**config.mk**
```make
export PLATFORM = sky130hd
export DESIGN_NAME = alarm_ctrl
export DESIGN_NICKNAME = d
export VERILOG_FILES = /design/src/rtl/alarm_ctrl_pkg.sv /design/src/rtl/alarm_ctrl_btn_repeat.sv /design/src/rtl/alarm_ctrl.sv
export SDC_FILE = /design/constraint.sdc
export NUM_CORES = 1
export LEC_CHECK = 0
export BUFFER_PORTS_ARGS = -buffer_cell sky130_fd_sc_hd__buf_4
export CAP_MARGIN = 20
export CORE_ASPECT_RATIO = 2
export CORE_MARGIN = 5
export CORE_UTILIZATION = 45
export CTS_BUF_LIST = sky130_fd_sc_hd__clkbuf_16
export DETAILED_ROUTE_END_ITERATION = 16
export PLACE_DENSITY = 0.66
export SLEW_MARGIN = 30
export SYNTH_ARGS = -nofsm -noshare
export SYNTH_HDL_FRONTEND = slang
export SYNTH_SLANG_ARGS = --single-unit
export TNS_END_PERCENT = 5
```
**constraint.sdc**
```tcl
create_clock -name Clk -period 2.53 [get_ports Clk]
set_input_delay 0.506 -clock Clk [delete_from_list [all_inputs] [get_ports Clk]]
set_output_delay 0.506 -clock Clk [all_outputs]
set_load 0.01 [all_outputs]
```
**src/rtl/alarm_ctrl_pkg.sv**
```systemverilog
// Shared types and defaults for the alarm clock front-panel controller.
package alarm_ctrl_pkg;

    typedef enum logic [2:0] {
        MODE_RUN     = 3'd0,
        MODE_SET_DAY = 3'd1,
        MODE_SET_HRS = 3'd2,
        MODE_SET_MIN = 3'd3,
        MODE_ALM_HRS = 3'd4,
        MODE_ALM_MIN = 3'd5
    } mode_t;

    typedef enum logic [1:0] {
        B_IDLE   = 2'd0,
        B_RING   = 2'd1,
        B_SNOOZE = 2'd2,
        B_DONE   = 2'd3
    } buzz_t;

    localparam int DEF_HOLD_CYCLES   = 8;
    localparam int DEF_REPEAT_CYCLES = 4;
    localparam int DEF_SNOOZE_TICKS  = 540;
    localparam int SNOOZE_W          = 10;

    // Step through the mode ring; anything past ALM_MIN wraps to RUN.
    function automatic logic [2:0] next_mode(input logic [2:0] m);
        if (m >= 3'(MODE_ALM_MIN)) begin
            return 3'(MODE_RUN);
        end
        return m + 3'd1;
    endfunction

endpackage

```
**src/rtl/alarm_ctrl_btn_repeat.sv**
```systemverilog
// Edge detector plus hold/auto-repeat timer for one button; fire is a
// combinational one-cycle request that the parent registers.
module btn_repeat
    import alarm_ctrl_pkg::*;
#(
    parameter int HOLD_CYCLES   = DEF_HOLD_CYCLES,
    parameter int REPEAT_CYCLES = DEF_REPEAT_CYCLES
) (
    input  logic clk,
    input  logic reset,
    input  logic en,
    input  logic clr,
    input  logic btn,
    output logic fire
);

    localparam int MAX_C = (HOLD_CYCLES > REPEAT_CYCLES) ? HOLD_CYCLES : REPEAT_CYCLES;
    localparam int CW    = $clog2(MAX_C + 1);
    localparam logic [CW-1:0] HOLD_C = CW'(HOLD_CYCLES);
    localparam logic [CW-1:0] REP_C  = CW'(REPEAT_CYCLES);
    localparam logic [CW-1:0] ONE_C  = CW'(1);

    logic          prev_q, prev_d;
    logic [CW-1:0] cnt_q, cnt_d;
    logic          rep_q, rep_d;

    // cnt counts cycles since the last strobe; 0 means idle. rep marks the
    // switch from the initial hold delay to the repeat period.
    always_comb begin
        prev_d = btn;
        cnt_d  = cnt_q;
        rep_d  = rep_q;
        fire   = 1'b0;
        if (!en || clr || !btn) begin
            cnt_d = '0;
            rep_d = 1'b0;
        end else if (!prev_q) begin
            fire  = 1'b1;
            cnt_d = ONE_C;
            rep_d = 1'b0;
        end else if (cnt_q != '0) begin
            if (!rep_q && cnt_q == HOLD_C) begin
                fire  = 1'b1;
                cnt_d = ONE_C;
                rep_d = 1'b1;
            end else if (rep_q && cnt_q == REP_C) begin
                fire  = 1'b1;
                cnt_d = ONE_C;
            end else begin
                cnt_d = cnt_q + ONE_C;
            end
        end
    end

    always_ff @(posedge clk) begin
        if (reset) begin
            prev_q <= 1'b1;
            cnt_q  <= '0;
            rep_q  <= 1'b0;
        end else begin
            prev_q <= prev_d;
            cnt_q  <= cnt_d;
            rep_q  <= rep_d;
        end
    end

endmodule

```
**src/rtl/alarm_ctrl.sv**
```systemverilog
// Front-panel controller: mode FSM, advance routing with auto-repeat, and
// the ring/snooze/dismiss buzzer policy. All outputs are registered.
module alarm_ctrl
    import alarm_ctrl_pkg::*;
#(
    parameter int HOLD_CYCLES   = DEF_HOLD_CYCLES,
    parameter int REPEAT_CYCLES = DEF_REPEAT_CYCLES,
    parameter int SNOOZE_TICKS  = DEF_SNOOZE_TICKS
) (
    input  logic       Clk,
    input  logic       Reset,
    input  logic       Tick,
    input  logic       ModeBtn,
    input  logic       AdvBtn,
    input  logic       SnoozeBtn,
    input  logic       AlarmMatch,
    input  logic       Alarmon,
    output logic       Timeset,
    output logic       Alarmset,
    output logic       Dayadv,
    output logic       Hrsadv,
    output logic       Minadv,
    output logic       Buzz,
    output logic [2:0] Mode
);

    localparam logic [SNOOZE_W-1:0] SNOOZE_LOAD = SNOOZE_W'(SNOOZE_TICKS);
    localparam logic [SNOOZE_W-1:0] SNZ_ONE     = SNOOZE_W'(1);

    logic [2:0]          mode_q, mode_d;
    buzz_t               buzz_st_q, buzz_st_d;
    logic [SNOOZE_W-1:0] snz_cnt_q, snz_cnt_d;
    logic                mode_prev_q, snz_prev_q, match_prev_q;
    logic                timeset_q, timeset_d, alarmset_q, alarmset_d;
    logic                dayadv_q, dayadv_d, hrsadv_q, hrsadv_d, minadv_q, minadv_d;
    logic                buzz_q, buzz_d;

    logic mode_edge, snz_edge, match_edge, alarm_active, mode_chg;
    logic adv_fire, adv_ok;

    assign mode_edge    = ModeBtn & ~mode_prev_q;
    assign snz_edge     = SnoozeBtn & ~snz_prev_q;
    assign match_edge   = AlarmMatch & ~match_prev_q;
    assign alarm_active = (buzz_st_q == B_RING) || (buzz_st_q == B_SNOOZE);

    // While the alarm is ringing or snoozed, ModeBtn is reserved for dismiss.
    always_comb begin
        mode_d = mode_q;
        if (mode_q > 3'(MODE_ALM_MIN)) begin
            mode_d = 3'(MODE_RUN);
        end else if (mode_edge && !alarm_active) begin
            mode_d = next_mode(mode_q);
        end
    end

    assign mode_chg = (mode_d != mode_q);

    btn_repeat #(
        .HOLD_CYCLES  (HOLD_CYCLES),
        .REPEAT_CYCLES(REPEAT_CYCLES)
    ) u_adv (
        .clk  (Clk),
        .reset(Reset),
        .en   (mode_q != 3'(MODE_RUN)),
        .clr  (mode_chg),
        .btn  (AdvBtn),
        .fire (adv_fire)
    );

    assign adv_ok = adv_fire & ~mode_chg;

    always_comb begin
        timeset_d  = (mode_d >= 3'(MODE_SET_DAY)) && (mode_d <= 3'(MODE_SET_MIN));
        alarmset_d = (mode_d == 3'(MODE_ALM_HRS)) || (mode_d == 3'(MODE_ALM_MIN));
        dayadv_d   = adv_ok && (mode_q == 3'(MODE_SET_DAY));
        hrsadv_d   = adv_ok && ((mode_q == 3'(MODE_SET_HRS)) || (mode_q == 3'(MODE_ALM_HRS)));
        minadv_d   = adv_ok && ((mode_q == 3'(MODE_SET_MIN)) || (mode_q == 3'(MODE_ALM_MIN)));
    end

    always_comb begin
        buzz_st_d = buzz_st_q;
        snz_cnt_d = snz_cnt_q;
        if (!Alarmon) begin
            buzz_st_d = B_IDLE;
            snz_cnt_d = '0;
        end else begin
            case (buzz_st_q)
                B_IDLE: begin
                    if (match_edge && mode_q == 3'(MODE_RUN)) buzz_st_d = B_RING;
                end
                B_RING: begin
                    if (mode_edge) begin
                        buzz_st_d = B_DONE;
                    end else if (snz_edge) begin
                        buzz_st_d = B_SNOOZE;
                        snz_cnt_d = SNOOZE_LOAD;
                    end
                end
                B_SNOOZE: begin
                    if (mode_edge) begin
                        buzz_st_d = B_DONE;
                    end else if (snz_cnt_q == '0) begin
                        buzz_st_d = B_RING;
                    end else if (Tick) begin
                        snz_cnt_d = snz_cnt_q - SNZ_ONE;
                        if (snz_cnt_q == SNZ_ONE) buzz_st_d = B_RING;
                    end
                end
                B_DONE: begin
                    if (!AlarmMatch) buzz_st_d = B_IDLE;
                end
                default: buzz_st_d = B_IDLE;
            endcase
        end
        buzz_d = (buzz_st_d == B_RING);
    end

    always_ff @(posedge Clk) begin
        if (Reset) begin
            mode_q       <= 3'(MODE_RUN);
            buzz_st_q    <= B_IDLE;
            snz_cnt_q    <= '0;
            mode_prev_q  <= 1'b1;
            snz_prev_q   <= 1'b1;
            match_prev_q <= 1'b1;
            timeset_q    <= 1'b0;
            alarmset_q   <= 1'b0;
            dayadv_q     <= 1'b0;
            hrsadv_q     <= 1'b0;
            minadv_q     <= 1'b0;
            buzz_q       <= 1'b0;
        end else begin
            mode_q       <= mode_d;
            buzz_st_q    <= buzz_st_d;
            snz_cnt_q    <= snz_cnt_d;
            mode_prev_q  <= ModeBtn;
            snz_prev_q   <= SnoozeBtn;
            match_prev_q <= AlarmMatch;
            timeset_q    <= timeset_d;
            alarmset_q   <= alarmset_d;
            dayadv_q     <= dayadv_d;
            hrsadv_q     <= hrsadv_d;
            minadv_q     <= minadv_d;
            buzz_q       <= buzz_d;
        end
    end

    assign Mode     = mode_q;
    assign Timeset  = timeset_q;
    assign Alarmset = alarmset_q;
    assign Dayadv   = dayadv_q;
    assign Hrsadv   = hrsadv_q;
    assign Minadv   = minadv_q;
    assign Buzz     = buzz_q;

endmodule

```
==> key figures <==
Outcome
  – Outcome: finished, final reports clean

Floorplan
  – Core Area: 0.00388 mm^2
  – Die height: roughly 100 um
  – Initial Util: 47.0%
  – Top-Level Pins: 17
  – Rows: 32
  – Die outline area: approximately 0.0055 mm^2
  – Width of the chip: about 55 um

Timing
  – Fin. max-slew vios: 0
  – Fmax: between 0.4 and 0.5 GHz
  – Crit path time final: 2360 ps
  – RSZ-0062 raised after global routing: false
  – Setup TNS: 0 ps
  – Fin Clk Skew: 2.03 ps
  – Relative slew slack: around 57%
  – Worst-Margin Slew: 643 ps
  – Final Setup Violations: 0
  – Tcrit/Tclk final: between 90% and 100%
  – Final-report hold violation count: 0

Job
  – Max cap viols: 0

Worst setup path
  – Crit-path max cell delay: between 500 and 600 ps
  – CP startpoint: Mode[1]
  – Req. time, crit path: ~2700 ps
  – Top Family by Delay on Critical Path: compound AO/OA/AOI/OAI gates
  – Critical-path cell list: inv_1, ha_1, or3b_4, o41ai_4, nand3_2, a2111oi_2
  – Launching point of the worst reg2reg path: Mode[1]
  – R2R depth: 6
  – Crit path capture type: flip-flop
  – Worst path slowest cell: dfxtp_1
  – Register-to-register setup slack: 170 ps
  – Arr. time, crit path: around 2500 ps
  – WP buf/inv: 1
  – CP Depth: 6
  – Critical R2R Capture: u_adv.cnt_q[2]
  – Setup CP Type: flip-flop to flip-flop
  – Crit Path Max Fanout: 11
  – Worst Setup EP: u_adv.cnt_q[2]
  – Crit path launch type: flip-flop

Synthesis
  – Warnings from Yosys: 0
  – Seq/Total Area, Yosys: approximately 33%
  – Number of synthesized flops with an enable pin: 0
  – Synth Flop Type: dfxtp_1
  – Synth async-reset ratio: 0%
  – Gate Count Post-Synth: around 200
  – Post-synthesis cell type count: 54
  – Mapped Nets: between 200 and 250
  – Area of the mapped netlist: ~0.0018 mm^2
  – Synth Area per Inst: between 9 and 10 um^2
  – Register bit total from synthesis: 30

Clock tree
  – CTS Hold Bufs: 0
  – Clock Tree Buf Depth: 2
  – Clk sinks: 30
  – Clock latency on the worst-skew pair: roughly 270 ps
  – CTS H-tree lvls: 2
  – Post-CTS setup buffer count: 0
  – Root buffer cell: clkbuf_16
  – CTS tree: built
  – Post_cts resized: 0
  – Clock transition at path regs: ~50 ps
  – TritonCTS buffer count: 5

GRT
  – Total GRT Usage: 17.8%
  – Number of global-route vias before repair: roughly 1600
  – Initial antenna violation count: 0
  – Grt ovf: 0
  – Largest net degree at the start of global routing: 13
  – First-pass GRT wire length: about 7200 um

Power
  – Sw Ratio: around a quarter
  – Clock share of power: approximately 47%
  – NetSw: roughly 0.0003 W
  – Combinational group share of total power: a little under an eighth
  – Cell internal pwr: ~0.00091 W
  – Total power: between 0.001 and 0.0015 W
  – Maximum VDD drop: around 0.00057 V
  – Leakage: around 0.83 nW
  – Pwr Density: between 500 and 600 mW/mm^2
  – Reg power frac: 41.5%

Detailed routing
  – Via count: around 1600
  – Post-DRT Antenna Nets: 0
  – DRC: 0
  – Post-DR vias/cell: roughly 6.0
  – DRT Pass-1 Iters: 4
  – DRT iter0 DRCs: 37
  – Drt total wl: 4310 um
  – Routed len/inst: approximately 16 um

Place
  – Buffers on Ports: 16
  – Hpwl dp: 3350 um
  – Placer Congestion: between 0.8 and 0.9

Final layout
  – Highest-count cells in the layout ignoring fill and taps: dfxtp_1, buf_4, ha_1
  – Synthesis-to-layout area growth: 16.3%
  – Final layout net count: 239
  – Antenna diodes: 0
  – Commonest non-fill, non-tap cell in the layout: dfxtp_1
  – Layout cell share with drive strength beyond 1: 17.8%

Worst hold path
  – Hold Path Class: input port to flip-flop
## synth_stat cells, types with 4 or more instances
| cell type | number | area share (%) |
|---|---|---|
| nand2b_1 | 4 | 1.4 |
| buf_2 | 5 | 1.4 |
| nor3_1 | 6 | 1.6 |
| a211oi_1 | 5 | 2.1 |
| o211ai_1 | 5 | 2.1 |
| or3_1 | 7 | 2.4 |
| nand3_1 | 8 | 2.2 |
| nand2_1 | 7 | 1.4 |
| nor4_1 | 5 | 1.7 |
| a21oi_1 | 8 | 2.2 |
| mux2i_1 | 8 | 4.4 |
| or2_2 | 4 | 1.4 |
| nor2b_1 | 4 | 1.4 |
| nor2_1 | 11 | 2.3 |
| o21ai_0 | 4 | 1.1 |
| ha_1 | 13 | 8.9 |
| a31oi_1 | 4 | 1.4 |
| inv_1 | 12 | 2.5 |
| dfxtp_1 | 30 | 33 |
| a311oi_1 | 4 | 1.9 |
## metal layers
layer,vias to the layer above,global-route usage (%),part of all wire [%]
li1,794,-,-
met1,769,16.2,35
met2,42,33.6,59
met3,13,3.27,2.7
met4,0,9.93,3.8
met5,-,0,0
## kinds of logic (layout without fill, tap and decap cells)
| kind of cell | Yosys count | after routing | synth area share (%) |
|---|---|---|---|
| compound gates | 49 | 49 | 21.5 |
| mux | 8 | 8 | 4.39 |
| flops | 30 | 30 | 32.9 |
| simple gates | 77 | 77 | 25.5 |
| buf+inv | 22 | 39 | 5.28 |
| xor+xnor | 3 | 3 | 1.44 |
| fa+ha+maj | 13 | 13 | 8.92 |
## power groups by stage
stage	Combinational [W]	Clock, W	Sequential [W]
global placement	0.000135	0	0.000508
floorplan	0.0000938	0	0.000507
global route	0.000154	0.000604	0.000502
finish	0.000138	0.000567	0.000500
CTS	0.000140	0.000581	0.000499
detailed placement	0.000139	0	0.000509
## cell type report
| type | instances | area (um^2) |
|---|---|---|
| Sequential cell | 30 | 602 |
| Tap cell | 51 | 63.8 |
| Fill cell | 369 | 1760 |
| Clock buffer | 5 | 125 |
| Clock inverter | 3 | 16.3 |
| Inverter | 12 | 45.0 |
| Multi-Input combinational cell | 150 | 1130 |
| Timing Repair Buffer | 19 | 143 |
## flip-flops by register name, indices dropped and copies added, names as in the netlist, 2 cells and up
name         flops
snz_cnt_q       10
u_adv.cnt_q      4
Mode             3
buzz_st_q        2
## per-stage QoR
stage,area (um^2),util [%],cells,hold slack (ps),setup slack (ps)
final,2120,54.6,270,433,171
after global routing,2120,54.6,270,445,16.4
after detailed placement,1980,51.0,262,509,168
after global placement,1980,51.0,262,483,265
after floorplan,1820,-,202,466,211
after CTS,2120,54.6,270,430,165
## how the worst min path moves through the flow
stage | startpoint | slack (ps) | to | depth (start not counted)
6_report | AdvBtn | 430 | u_adv.prev_q | 2
5_1_grt | AdvBtn | 450 | u_adv.prev_q | 2
4_1_cts | AdvBtn | 430 | u_adv.prev_q | 2
3_5_place_dp | u_adv.prev_q | 510 | u_adv.rep_q | 2
3_3_place_gp | snz_cnt_q[6] | 480 | snz_cnt_q[6] | 2
2_1_floorplan | snz_cnt_q[6] | 470 | snz_cnt_q[6] | 2
No activity file was read; power rests on OpenSTA's default activity.
